==> config.mk <==
export PLATFORM = sky130hd
export DESIGN_NAME = rt8_col_seq
export DESIGN_NICKNAME = d
export VERILOG_FILES = /design/src/rtl/rt8_seq_pkg.sv /design/src/rtl/rt8_apx_slice.sv /design/src/rtl/rt8_col_seq.sv
export SDC_FILE = /design/constraint.sdc
export NUM_CORES = 1
export LEC_CHECK = 0
export ABC_AREA = 1
export CORE_MARGIN = 2
export CORE_UTILIZATION = 40
export CTS_CLUSTER_SIZE = 12
export DETAILED_ROUTE_END_ITERATION = 10
export PLACE_DENSITY_LB_ADDON = 0.25
export SYNTH_ARGS = -nofsm -noshare
export SYNTH_HDL_FRONTEND = slang
export SYNTH_SLANG_ARGS = --single-unit
==> constraint.sdc <==
create_clock -name clk -period 4.85 [get_ports clk]
set_input_delay 0.97 -clock clk [delete_from_list [all_inputs] [get_ports clk]]
set_output_delay 0.97 -clock clk [all_outputs]
set_load 0.03 [all_outputs]
==> src/rtl/rt8_seq_pkg.sv <==
// Shared types and constants for the rt8 column-serial reduction slice.
// Holds the scheduler state enum, the column-to-compressor bit mapping,
// the error-flag bit positions and the approximate 4:2 compressor function.
package rt8_seq_pkg;

   typedef enum logic [1:0] {
      RUN   = 2'd0,
      FLUSH = 2'd1,
      DONE  = 2'd2
   } state_e;

   localparam int unsigned COL_W  = 8;   // bits per operand column
   localparam int unsigned CMP_W  = 4;   // inputs per 4:2 compressor
   localparam int unsigned U0_LSB = 0;   // s_col[3:0] -> U0 x1..x4
   localparam int unsigned U1_LSB = 4;   // s_col[7:4] -> U1 x1..x4

   localparam int unsigned ERR_W  = 3;
   localparam int unsigned ERR_U0 = 2;
   localparam int unsigned ERR_U1 = 1;
   localparam int unsigned ERR_U2 = 0;

   // Approximate 4:2 cell, x[0]=x1 .. x[3]=x4; returns {err, summ, carry}.
   function automatic logic [2:0] apx42(input logic [CMP_W-1:0] x);
      logic err;
      logic summ;
      logic carry;
      err   = &x;
      summ  = (^x) | err;
      carry = ((x[0] ^ x[1]) & (x[2] ^ x[3])) |
              ((x[0] & x[1]) ^ (x[2] & x[3])) | err;
      return {err, summ, carry};
   endfunction

endpackage

==> src/rtl/rt8_apx_slice.sv <==
// Combinational three-compressor tree for one 8-bit column.
// Ports:
//   x_i[7:0]          column bits (U0 on [3:0], U1 on [7:4])
//   cin1_i, cin2_i    carries from the previous column
//   cout1_o, cout2_o  U0/U1 carries for the next column
//   sum_o, carry_o    U2 outputs
//   u_err_o[2:0]      {U0_err, U1_err, U2_err}
module rt8_apx_slice
   import rt8_seq_pkg::*;
(
   input  logic [COL_W-1:0] x_i,
   input  logic             cin1_i,
   input  logic             cin2_i,
   output logic             cout1_o,
   output logic             cout2_o,
   output logic             sum_o,
   output logic             carry_o,
   output logic [ERR_W-1:0] u_err_o
);

   logic [2:0] u0;
   logic [2:0] u1;
   logic [2:0] u2;

   // First level: two cells on the raw column bits.
   assign u0 = apx42(x_i[U0_LSB +: CMP_W]);
   assign u1 = apx42(x_i[U1_LSB +: CMP_W]);

   // Second level: U2 combines both partial sums with the incoming carries.
   assign u2 = apx42({cin2_i, cin1_i, u1[1], u0[1]});

   assign cout1_o = u0[0];
   assign cout2_o = u1[0];
   assign sum_o   = u2[1];
   assign carry_o = u2[0];

   always_comb begin
      u_err_o         = '0;
      u_err_o[ERR_U0] = u0[2];
      u_err_o[ERR_U1] = u1[2];
      u_err_o[ERR_U2] = u2[2];
   end

endmodule

==> src/rtl/rt8_col_seq.sv <==
// Column-serial scheduler for one approximate 8-input reduction slice.
// Accepts LSB-first columns, chains cout1/cout2 into the next column,
// appends one flush column per frame and reports per-frame error counts.
// Ports:
//   clk, rst                      clock, synchronous active-high reset
//   s_valid/s_ready/s_col/s_last  input column handshake
//   m_valid/m_ready               output column handshake
//   m_sum, m_carry, m_err, m_last per-column result, m_last on flush column
//   err_cnt, err_cnt_vld          errored columns of last frame + update pulse
//   ovf                           sticky frame-length overflow
module rt8_col_seq
   import rt8_seq_pkg::*;
#(
   parameter int unsigned MAX_COL = 16,
   parameter int unsigned CNT_W   = 8
) (
   input  logic             clk,
   input  logic             rst,
   input  logic             s_valid,
   output logic             s_ready,
   input  logic [COL_W-1:0] s_col,
   input  logic             s_last,
   output logic             m_valid,
   input  logic             m_ready,
   output logic             m_sum,
   output logic             m_carry,
   output logic [ERR_W-1:0] m_err,
   output logic             m_last,
   output logic [CNT_W-1:0] err_cnt,
   output logic             err_cnt_vld,
   output logic             ovf
);

   // Counter must reach MAX_COL+1 before the frame is forced to flush.
   localparam int unsigned CC_W = $clog2(MAX_COL + 2);

   state_e             state_q, state_d;
   logic               m_valid_q, m_valid_d;
   logic               m_sum_q, m_sum_d;
   logic               m_carry_q, m_carry_d;
   logic [ERR_W-1:0]   m_err_q, m_err_d;
   logic               m_last_q, m_last_d;
   logic [CNT_W-1:0]   err_cnt_q, err_cnt_d;
   logic               err_cnt_vld_q, err_cnt_vld_d;
   logic               ovf_q, ovf_d;
   logic               cin1_q, cin1_d;
   logic               cin2_q, cin2_d;
   logic [CC_W-1:0]    col_cnt_q, col_cnt_d;
   logic [CNT_W-1:0]   run_cnt_q, run_cnt_d;

   logic [COL_W-1:0]   slice_x;
   logic               cout1, cout2, sl_sum, sl_carry;
   logic [ERR_W-1:0]   u_err;
   logic               load;
   logic               accept;

   function automatic logic [CNT_W-1:0] sat_inc(input logic [CNT_W-1:0] v,
                                                input logic             inc);
      return (inc && (v != '1)) ? v + CNT_W'(1) : v;
   endfunction

   // Flush column is an all-zero column carrying only the pending cin.
   assign slice_x = (state_q == FLUSH) ? '0 : s_col;

   rt8_apx_slice u_slice (
      .x_i     (slice_x),
      .cin1_i  (cin1_q),
      .cin2_i  (cin2_q),
      .cout1_o (cout1),
      .cout2_o (cout2),
      .sum_o   (sl_sum),
      .carry_o (sl_carry),
      .u_err_o (u_err)
   );

   assign load    = !m_valid_q || m_ready;
   assign s_ready = (state_q == RUN) && load;
   assign accept  = s_valid && s_ready;

   // State and datapath registers.
   always_ff @(posedge clk) begin
      if (rst) begin
         state_q       <= RUN;
         m_valid_q     <= 1'b0;
         m_sum_q       <= 1'b0;
         m_carry_q     <= 1'b0;
         m_err_q       <= '0;
         m_last_q      <= 1'b0;
         err_cnt_q     <= '0;
         err_cnt_vld_q <= 1'b0;
         ovf_q         <= 1'b0;
         cin1_q        <= 1'b0;
         cin2_q        <= 1'b0;
         col_cnt_q     <= '0;
         run_cnt_q     <= '0;
      end else begin
         state_q       <= state_d;
         m_valid_q     <= m_valid_d;
         m_sum_q       <= m_sum_d;
         m_carry_q     <= m_carry_d;
         m_err_q       <= m_err_d;
         m_last_q      <= m_last_d;
         err_cnt_q     <= err_cnt_d;
         err_cnt_vld_q <= err_cnt_vld_d;
         ovf_q         <= ovf_d;
         cin1_q        <= cin1_d;
         cin2_q        <= cin2_d;
         col_cnt_q     <= col_cnt_d;
         run_cnt_q     <= run_cnt_d;
      end
   end

   // Next-state and output-register logic.
   always_comb begin
      state_d       = state_q;
      m_valid_d     = m_valid_q;
      m_sum_d       = m_sum_q;
      m_carry_d     = m_carry_q;
      m_err_d       = m_err_q;
      m_last_d      = m_last_q;
      err_cnt_d     = err_cnt_q;
      err_cnt_vld_d = 1'b0;
      ovf_d         = ovf_q;
      cin1_d        = cin1_q;
      cin2_d        = cin2_q;
      col_cnt_d     = col_cnt_q;
      run_cnt_d     = run_cnt_q;

      // A consumed or empty output register drains unless reloaded below.
      if (load) begin
         m_valid_d = 1'b0;
      end

      case (state_q)
         RUN: begin
            if (accept) begin
               m_valid_d = 1'b1;
               m_sum_d   = sl_sum;
               m_carry_d = sl_carry;
               m_err_d   = u_err;
               m_last_d  = 1'b0;
               cin1_d    = cout1;
               cin2_d    = cout2;
               col_cnt_d = col_cnt_q + CC_W'(1);
               run_cnt_d = sat_inc(run_cnt_q, |u_err);
               // The (MAX_COL+1)th column is forced to close the frame.
               if (col_cnt_q == CC_W'(MAX_COL)) begin
                  ovf_d   = 1'b1;
                  state_d = FLUSH;
               end else if (s_last) begin
                  state_d = FLUSH;
               end
            end
         end
         FLUSH: begin
            if (load) begin
               m_valid_d = 1'b1;
               m_sum_d   = sl_sum;
               m_carry_d = sl_carry;
               m_err_d   = u_err;
               m_last_d  = 1'b1;
               cin1_d    = 1'b0;
               cin2_d    = 1'b0;
               col_cnt_d = '0;
               run_cnt_d = sat_inc(run_cnt_q, |u_err);
               state_d   = DONE;
            end
         end
         DONE: begin
            err_cnt_d     = run_cnt_q;
            err_cnt_vld_d = 1'b1;
            run_cnt_d     = '0;
            state_d       = RUN;
         end
         default: begin
            state_d = RUN;
         end
      endcase
   end

   assign m_valid     = m_valid_q;
   assign m_sum       = m_sum_q;
   assign m_carry     = m_carry_q;
   assign m_err       = m_err_q;
   assign m_last      = m_last_q;
   assign err_cnt     = err_cnt_q;
   assign err_cnt_vld = err_cnt_vld_q;
   assign ovf         = ovf_q;

endmodule

==> metrics.md <==
| Metric | Value |
|---|---|
| Outcome | complete, no violations |
| Met2 Use GR | around a quarter |
| Worst-path maximum fanout | 6 |
| Worst hold slack | roughly 0.46 ns |
| First-pass GRT wire length | ~6.3 mm |
| Post-DP HPWL | around 2.7 mm |
| Post-Syn Nets | roughly 270 |
| Met1 Resource Use GR | a little over a fifth |
| Tmin final | roughly 3.4 ns |
| Setup repair bufs after CTS | 0 |
| Top Usage Layer GRT | met2 |
| CP arrival | roughly 2.4 ns |
| Antenna Nets Post-Route | 0 |
| Antenna violations before repair | 0 |
| CTS resizes | 0 |
| Initial core utilization | a little over two fifths |
| Die area | just over 5000 um^2 |
| Clock Tree Buf Depth | 2 |
| Worst Path Required | 3.88 ns |
| Syn_area_per_cell | 7.71 um^2 |
| Compound-Gate Fraction of Synth Area | about 14% |
| Largest net degree at the start of global routing | 16 |
| Vias in the first global route | around 1,500 |
| Port bufs | 30 |
| Crit path kind | in -> out |
| Drc violations | 0 |
| Setup TNS | 0 ns |
| Mux cell area share after synthesis | 0% |
| Root buf cell | clkbuf_8 |
| Crit end category | output pin |
| Register area share after synthesis | 36.8% |
| Worst-Margin Slew | ~0.77 ns |
| Max-slew headroom | between 40% and 50% |
| Ys async rst share | 0% |
| I/O pin count | 31 |
| CTS Sinks | 34 |
| Worst skew pair latency | ~0.28 ns |
| Syn-to-layout area delta | 23.3% |
| GR Util met3 | 3.33% |
| GPL Wtd Cong | roughly 0.83 |
| CTS H-tree depth | 2 |
| Pins Over Slew Limit | 0 |
| Die Ht | between 70 and 80 um |
| EDFF count, synth | 0 |
| Clock slew at reported path FFs | approximately 0.06 ns |
| Main synth FF type | dfxtp_1 |
| Worst setup SP type | input port |
| Register bit count reported by yosys | 34 |
| Wire length per cell | 11.0 um |
| Final Cycle Share | between 60% and 70% |
| Share of the synthesized area in the top cell type | between 30 and 40% |
| Clk_skew | a little over 0.003 ns |
| Max-cap viol count | 0 |
| TritonRoute pass-1 iters | 4 |
| Cell row count | 24 |
| Vias per inst | roughly 4.8 |
| Final setup fails | 0 |
| Main combinational cell family by area after synthesis | simple AND/OR/NAND/NOR gates |
| Post-DP Area | between 2000 and 2500 um^2 |
| Fraction of layout cells with a size suffix above 1 | between 10% and 20% |
| GRT Residual Overflow | 0 |
| CTS Hold Bufs | 0 |
| Area leader, netlist | dfxtp_1 |
| Fmax | approximately 0.3 GHz |
| Syn. warnings | 0 |
| WL final | between 3 and 4 mm |
| Synth Area in XOR/XNOR | 0.473% |
| Distinct cells, synth | 29 |
| DRT iter0 DRCs | 50 |
| Adder-cell share of the synthesized area | between 10% and 20% |
| Setup repair after global routing missed its margin | false |
| Pwr per Cell Area | about 290 nW/um^2 |
| Hold Vio Cnt, Final | 0 |
| CTS buffer count | 5 |
| Hold crit path type | reg -> reg |
| Leakage power | 0.000990 uW |
| Synth cell count leaders | nand2_1 (44), dfxtp_1 (34), inv_1 (32), nor2_1 (32), ha_1 (15) |
| Antenna diodes | 0 |
| Mapped Cells | 240 |
| Finished Cell Area | ~2300 um^2 |
| Cell Area, Synth | around 1900 um^2 |
| Synth top area cells | dfxtp_1 (37%), ha_1 (10%), nand2_1 (8.9%), inv_1 (6.5%), nor2_1 (6.5%) |
| Synth Area in Simple Gates | 30.2% |
| Count leader, synth | nand2_1 |
| Core area | between 4000 and 5000 um^2 |
| CTS tree | done |
| Nets | just over 300 |
| Total track usage | ~16% |
| Maximum vdd drop | ~0.18 mV |
| Via count | roughly 1,500 |
| Die X | 72.0 um |
==> metal layers <==
layer  part of all wire, %  vias up
met5                     0        -
met4                   2.1        0
met3                   5.3        8
met2                    43       35
met1                    49      671
li1                      -      832
==> registers in the layout, summed over array words and instances, names as in the netlist <==
register and flops:
state_q 2, m_carry 1, run_cnt_q 8, m_err 3, err_cnt 8, col_cnt_q 5
m_sum 1, ovf 1, err_cnt_vld 1, m_last 1, cin2_q 1, cin1_q 1
m_valid 1
==> through the flow <==
step	instances	worst slack, ns	power, uW	utilization, %
after floorplan	240	1.93	414	-
final	325	1.49	659	51.7
after global placement	319	1.36	463	49.8
after detailed placement	319	1.31	463	49.8
after global routing	325	1.42	697	51.7
after CTS	325	1.48	668	51.7
==> worst max-delay path: stages <==
cell,delay (ns)
clkdlybuf4s50_1,0.45
inv_1,0.05
nand2_4,0.09
inv_1,0.06
nor2_1,0.09
clkdlybuf4s50_1,0.67
==> final cells by class <==
class,count,area [um^2]
fillers,427,2130
clock buffers,6,82.6
flip-flops and latches,34,681
repair buffers,30,300
multi-input cells,165,1010
inverters,38,148
well taps,52,65.1
==> worst paths after layout <==
path,from,end,slack [ns],depth (start not counted)
min,err_cnt[3],err_cnt[3],0.46,2
max reg2reg,state_q[0],run_cnt_q[4],1.71,14
min reg2reg,err_cnt[3],err_cnt[3],0.46,2
max,m_ready,s_ready,1.49,6
==> placed cells by master (no fill, tap or decap), types with 5 or more instances in the layout <==
master,count
nand4_1,6
clkdlybuf4s50_1,30
a21oi_1,13
o21ai_0,7
nand2_2,6
ha_1,15
nor2_1,32
dfxtp_1,34
clkbuf_8,6
nand3_1,8
inv_1,32
o21ai_2,7
a21oi_2,5
nand2_1,44
==> kinds of logic after synthesis <==
logic type      count (synthesis)
compound gates                 38
xor+xnor                        1
fa+ha+maj                      15
buf+inv                        41
flops                          34
simple gates                  111
==> report_power, final <==
| part | internal (uW) | switching (uW) | total (uW) |
|---|---|---|---|
| clock | 109 | 94.4 | 204 |
| combinational | 62.7 | 90.4 | 153 |
| sequential | 293 | 9.07 | 302 |
| total | 465 | 194 | 659 |
Power figures use the tool's default switching activity.
